`config.mk`:
```
export PLATFORM = sky130hd
export DESIGN_NAME = cy_status_reg_sticky_flat
export DESIGN_NICKNAME = d
export VERILOG_FILES = /design/src/rtl/cy_status_reg_sticky_if.sv /design/src/rtl/cy_status_reg_sticky.sv /design/src/flat_wrapper.sv
export SDC_FILE = /design/constraint.sdc
export NUM_CORES = 1
export LEC_CHECK = 0
export CORE_ASPECT_RATIO = 0.6
export CORE_MARGIN = 5
export CORE_UTILIZATION = 30
export DETAILED_ROUTE_END_ITERATION = 12
export GPL_TIMING_DRIVEN = 0
export PLACE_DENSITY = 0.55
export SLEW_MARGIN = 20
export SYNTH_ARGS = -nofsm -noshare
export SYNTH_HDL_FRONTEND = slang
export SYNTH_SLANG_ARGS = --single-unit
```
`constraint.sdc`:
```
create_clock -name clock -period 1.9 [get_ports clock]
set_clock_uncertainty 0.1 [all_clocks]
set_input_delay 0.38 -clock clock [delete_from_list [all_inputs] [get_ports clock]]
set_output_delay 0.38 -clock clock [all_outputs]
set_load 0.01 [all_outputs]
```
`src/rtl/cy_status_reg_sticky_if.sv`:
```
// Bus-side port bundle for the sticky status register: read handshake, mask write, interrupt.
interface cy_status_reg_sticky_if #(
    parameter int WIDTH = 8
);
    logic             rd_req;
    logic             rd_ack;
    logic [WIDTH-1:0] rd_data;
    logic             mask_wr;
    logic [WIDTH-1:0] mask_wdata;
    logic             irq;

    modport master (
        output rd_req, mask_wr, mask_wdata,
        input  rd_ack, rd_data, irq
    );

    modport slave (
        input  rd_req, mask_wr, mask_wdata,
        output rd_ack, rd_data, irq
    );
endinterface

```
`src/rtl/cy_status_reg_sticky.sv`:
```
// Status register with per-bit sticky/transparent mode, read-to-clear snapshot,
// optional 2-flop input synchronizer and a masked, registered level interrupt.
module cy_status_reg_sticky #(
    parameter int               WIDTH        = 8,
    parameter logic [WIDTH-1:0] STICKY_MASK  = '0,
    parameter bit               SYNC_EN      = 1'b1,
    parameter logic [WIDTH-1:0] INT_MASK_RST = '0
) (
    input  logic                 clock,
    input  logic                 reset,
    input  logic [WIDTH-1:0]     status,
    cy_status_reg_sticky_if.slave bus,
    output logic [1:0]           dbg_state,
    output logic [WIDTH-1:0]     dbg_status,
    output logic [WIDTH-1:0]     dbg_mask
);

    typedef enum logic [1:0] {
        IDLE    = 2'd0,
        SNAP    = 2'd1,
        ACK     = 2'd2,
        RELEASE = 2'd3
    } state_t;

    state_t           state;
    logic [WIDTH-1:0] sample;
    logic [WIDTH-1:0] status_q;
    logic [WIDTH-1:0] status_next;
    logic [WIDTH-1:0] snapshot_q;
    logic [WIDTH-1:0] mask_q;
    logic             rd_ack_q;
    logic             irq_q;

    if (SYNC_EN) begin : g_sync
        logic [WIDTH-1:0] sync_meta;
        always_ff @(posedge clock or posedge reset) begin
            if (reset) begin
                sync_meta <= '0;
                sample    <= '0;
            end else begin
                sync_meta <= status;
                sample    <= sync_meta;
            end
        end
    end else begin : g_nosync
        always_ff @(posedge clock or posedge reset) begin
            if (reset) sample <= '0;
            else       sample <= status;
        end
    end

    // In SNAP a captured sticky 1 clears, but a sample of 1 in that cycle re-sets it.
    always_comb begin
        status_next = (sample & ~STICKY_MASK)
                    | (STICKY_MASK & ((state == SNAP) ? sample : (status_q | sample)));
    end

    always_ff @(posedge clock or posedge reset) begin
        if (reset) begin
            status_q <= '0;
            mask_q   <= INT_MASK_RST;
            irq_q    <= 1'b0;
        end else begin
            status_q <= status_next;
            irq_q    <= |(status_q & mask_q);
            if (bus.mask_wr) mask_q <= bus.mask_wdata;
        end
    end

    // rd_req is a level request; rd_ack pulses once per request, carrying rd_data,
    // and a new read starts only after rd_req has been seen low in RELEASE.
    always_ff @(posedge clock or posedge reset) begin
        if (reset) begin
            state      <= IDLE;
            rd_ack_q   <= 1'b0;
            snapshot_q <= '0;
        end else begin
            rd_ack_q <= 1'b0;
            case (state)
                IDLE: begin
                    if (bus.rd_req) state <= SNAP;
                end
                SNAP: begin
                    state      <= ACK;
                    rd_ack_q   <= 1'b1;
                    snapshot_q <= status_q;
                end
                ACK: begin
                    state <= RELEASE;
                end
                RELEASE: begin
                    if (!bus.rd_req) state <= IDLE;
                end
                default: state <= IDLE;
            endcase
        end
    end

    assign bus.rd_ack  = rd_ack_q;
    assign bus.rd_data = snapshot_q;
    assign bus.irq     = irq_q;
    assign dbg_state   = state;
    assign dbg_status  = status_q;
    assign dbg_mask    = mask_q;

endmodule

```
`src/flat_wrapper.sv`:
```
// flat-port wrapper written by rule: the top's interface ports become plain ports
module cy_status_reg_sticky_flat 
#(
    parameter int               WIDTH        = 8,
    parameter logic [WIDTH-1:0] STICKY_MASK  = '0,
    parameter bit               SYNC_EN      = 1'b1,
    parameter logic [WIDTH-1:0] INT_MASK_RST = '0
)
  (clock, reset, status, dbg_state, dbg_status, dbg_mask, bus_rd_req, bus_mask_wr, bus_mask_wdata, bus_rd_ack, bus_rd_data, bus_irq);
  cy_status_reg_sticky_if #(.WIDTH(WIDTH)) bus_i ();
  input  logic clock;
  input  logic reset;
  input  logic [WIDTH-1:0] status;
  output logic [1:0] dbg_state;
  output logic [WIDTH-1:0] dbg_status;
  output logic [WIDTH-1:0] dbg_mask;
  input wire logic [$bits(bus_i.rd_req)-1:0] bus_rd_req;
  input wire logic [$bits(bus_i.mask_wr)-1:0] bus_mask_wr;
  input wire logic [$bits(bus_i.mask_wdata)-1:0] bus_mask_wdata;
  output wire logic [$bits(bus_i.rd_ack)-1:0] bus_rd_ack;
  output wire logic [$bits(bus_i.rd_data)-1:0] bus_rd_data;
  output wire logic [$bits(bus_i.irq)-1:0] bus_irq;
  assign bus_i.rd_req = bus_rd_req;
  assign bus_i.mask_wr = bus_mask_wr;
  assign bus_i.mask_wdata = bus_mask_wdata;
  assign bus_rd_ack = bus_i.rd_ack;
  assign bus_rd_data = bus_i.rd_data;
  assign bus_irq = bus_i.irq;
  cy_status_reg_sticky #(.WIDTH(WIDTH), .STICKY_MASK(STICKY_MASK), .SYNC_EN(SYNC_EN), .INT_MASK_RST(INT_MASK_RST)) u_core (.clock(clock), .reset(reset), .status(status), .bus(bus_i), .dbg_state(dbg_state), .dbg_status(dbg_status), .dbg_mask(dbg_mask));
endmodule
```
==> flow_metrics.env <==
export IMPL_drive_above_1_share_pct=20.1
export IMPL_fin_nets=158
export IMPL_worst_path_buf_inv=1
export IMPL_grt_overflow_total=0
export IMPL_r2r_start="u_core.dbg_state[1]$_DFFE_PP0P_"
export IMPL_yosysTopAreaCell="dfrtp_1"
export IMPL_place_gp_congestion=0.714
export IMPL_setup_viol=0
export IMPL_vias_per_cell=4.09
export IMPL_internal_power_mw=1.87
export IMPL_hold_viol=0
export IMPL_start_util_pct=31.1
export IMPL_antenna_found_initial=0
export IMPL_yosys_register_bits=44
export IMPL_slowest_delay_ns=0.59
export IMPL_synthDistinctLibCells=10
export IMPL_h_tree_depth=2
export IMPL_dr_pass1_iters=2
export IMPL_ant_nets=0
export IMPL_post_route_util_pct=45.3
export IMPL_end_kind="output port"
export IMPL_routedWlPerCell_um=14.4
export IMPL_die_y_um=63.6
export IMPL_cp_top_family="buffers and inverters"
export IMPL_dr_total_vias=806
export IMPL_pwr_share_seq_pct=47.0
export IMPL_power_density_nw_per_um2=1220
export IMPL_dp_cells=189
export IMPL_dieArea_sq_um=6320
export IMPL_path_clk_slew_ns=0.08
export IMPL_fin_hold_ws_ns=0.220
export IMPL_startpoint_type="register"
export IMPL_clk_latency_ns=0.29
export IMPL_fmax_ghz=0.574
export IMPL_cts_hold_buffers=0
export IMPL_dieWidth_um=99.3
export IMPL_startpoint="u_core.dbg_mask[3]$_DFFE_PP0P_"
export IMPL_rows=19
export IMPL_power_mw=2.56
export IMPL_dp_hpwl_um=2160
export IMPL_fin_crit_sh_pct=91.6
export IMPL_switchingPower_mw=0.689
export IMPL_slew_violations=0
export IMPL_p_leak_nw=0.901
export IMPL_cts_buffer_depth=2
export IMPL_port_buffers=46
export IMPL_tightestPinTransition_ns=0.266
export IMPL_max_cap_violations=0
export IMPL_synthesis_nets=104
export IMPL_synth_top_area_share_pct=76.7
export IMPL_pwr_share_clk_pct=22.9
export IMPL_synth_area_leaders="dfrtp_1 (77%), mux2_2 (13%), ha_1 (4.4%)"
export IMPL_crit_path_top_delay_cell="clkdlybuf4s50_1"
export IMPL_drt_first_iter_violations=14
export IMPL_crit_required_ns=1.42
export IMPL_cts_sinks=44
export IMPL_cts_buffers=5
export IMPL_area_growth_pct=45.5
export IMPL_grt_pass1_vias=890
export IMPL_vdd_drop_max_mv=0.609
export IMPL_instances_no_fill=197
export IMPL_grt_max_degree=36
export IMPL_antenna_cells=0
export IMPL_relSlewSlack_pct=81.8
export IMPL_setup_worst_path_class="register to output port"
export IMPL_drcViolationCount=0
export IMPL_pwr_share_comb_pct=30.1
export IMPL_outcome="complete, no violations"
export IMPL_core_area_sq_um=4610
export IMPL_root_buffer="clkbuf_8"
export IMPL_seq_area_frac_synth_pct=76.7
export IMPL_sw_frac_of_total_pct=26.9
export IMPL_critPathMaxFanout=3
export IMPL_routed_wl_um=2830
export IMPL_cts_setup_buffers=0
export IMPL_arrival_ns=1.26
export IMPL_syn_avg_cell_area_sq_um=18.2
export IMPL_period_minus_slack_ns=1.74
export IMPL_grtUsageTotal_pct=9.88
export IMPL_grt_pass1_wl_um=4660
export IMPL_ios=48
export IMPL_crit_chain="clkdlybuf4s50_1"
export IMPL_yosysWarningCount=0
export IMPL_cts_resized_gates=0
export IMPL_cts_tree="yes"
export IMPL_hp_class="primary input to async pin"
export IMPL_rsz0062_at_grt="false"
export IMPL_synthCells=79
export IMPL_synth_area_sq_um=1440
-- synth_stat cells --
cell / count
ha_1: 5
buf_2: 2
inv_1: 3
a22oi_1: 4
mux2i_1: 2
mux2_2: 16
mux2_1: 1
nand4_1: 1
nor2_1: 1
dfrtp_1: 44
-- final timing paths --
| kind | to | slack [ns] | cells after the start |
|---|---|---|---|
| worst max-delay path | dbg_mask[3] | 0.16 | 1 |
| worst min-delay path | u_core.bus.rd_data[2]$_DFFE_PP0P_ | 0.22 | 2 |
| worst max register to register | u_core.bus.rd_data[6]$_DFFE_PP0P_ | 0.36 | 4 |
| worst min register to register | u_core.dbg_status[5]$_DFF_PP0_ | 0.25 | 0 |
| max in group asynchronous | u_core.dbg_mask[0]$_DFFE_PP0P_ | 1.03 | 3 |
| min in group clock | u_core.dbg_status[5]$_DFF_PP0_ | 0.25 | 0 |
-- area by class of cell --
class                      count  area (sq um)
clock buffer                   7          86.3
multi-input combinational     30           314
sequential                    44          1100
buffer                         2          10.0
timing repair buffer          47           480
inverter                       3          11.3
clock inverter                 1          7.51
fill                         420          2520
tap                           63          78.8
-- routing by layer --
metal / share of wire [%] / global-route usage (%) / wire (um)
met5: 0 / 0 / 0
met4: 0.88 / 4.09 / 25
met3: 9.6 / 5.18 / 272
met2: 42 / 13.3 / 1180
met1: 48 / 13.2 / 1350
-- state kept, by name, indices dropped and copies added (netlist names) --
name / cells
u_core.bus.irq: 1
u_core.bus.rd_ack: 1
u_core.bus.rd_data: 8
u_core.dbg_mask: 8
u_core.dbg_state: 2
u_core.dbg_status: 8
u_core.g_sync.sync_meta: 8
u_core.sample: 8
-- cell usage in the layout, fill, tap and decap left out --
cell,Yosys,final
a22oi_1,4,4
buf_12,0,1
buf_2,2,2
clkbuf_1,0,1
clkbuf_8,0,6
clkdlybuf4s50_1,0,46
clkinvlp_4,0,1
dfrtp_1,44,44
ha_1,5,5
inv_1,3,2
inv_2,0,1
mux2_1,1,1
mux2_2,16,16
mux2i_1,2,2
nand4_1,1,1
nor2_1,1,1
-- per-stage QoR --
| stage | setup slack (ns) | area, sq um | setup TNS, ns |
|---|---|---|---|
| after floorplan | 0.389 | 1440 | 0 |
| after global placement | -0.460 | 1980 | -20.14 |
| after detailed placement | 0.163 | 2000 | 0 |
| after CTS | 0.131 | 2090 | 0 |
| after global routing | 0.0968 | 2090 | 0 |
| final | 0.159 | 2090 | 0 |
-- kinds of logic after synthesis --
family	Yosys count	share of synthesized area, %
adders and majority gates	5	4.36
muxes	19	14.7
DFF	44	76.7
buffers and inverters	5	1.48
AOI/OAI and AO/OA	4	2.09
and+or+nand+nor	2	0.697
-- power by group through the flow --
stage / clock, mW / combinational (mW) / sequential, mW
floorplan: 0 / 0.293 / 1.28
global placement: 0 / 0.763 / 1.21
detailed placement: 0 / 0.783 / 1.22
CTS: 0.612 / 0.785 / 1.21
global route: 0.645 / 0.838 / 1.23
finish: 0.585 / 0.769 / 1.20
No activity file was read; power rests on OpenSTA's default activity.
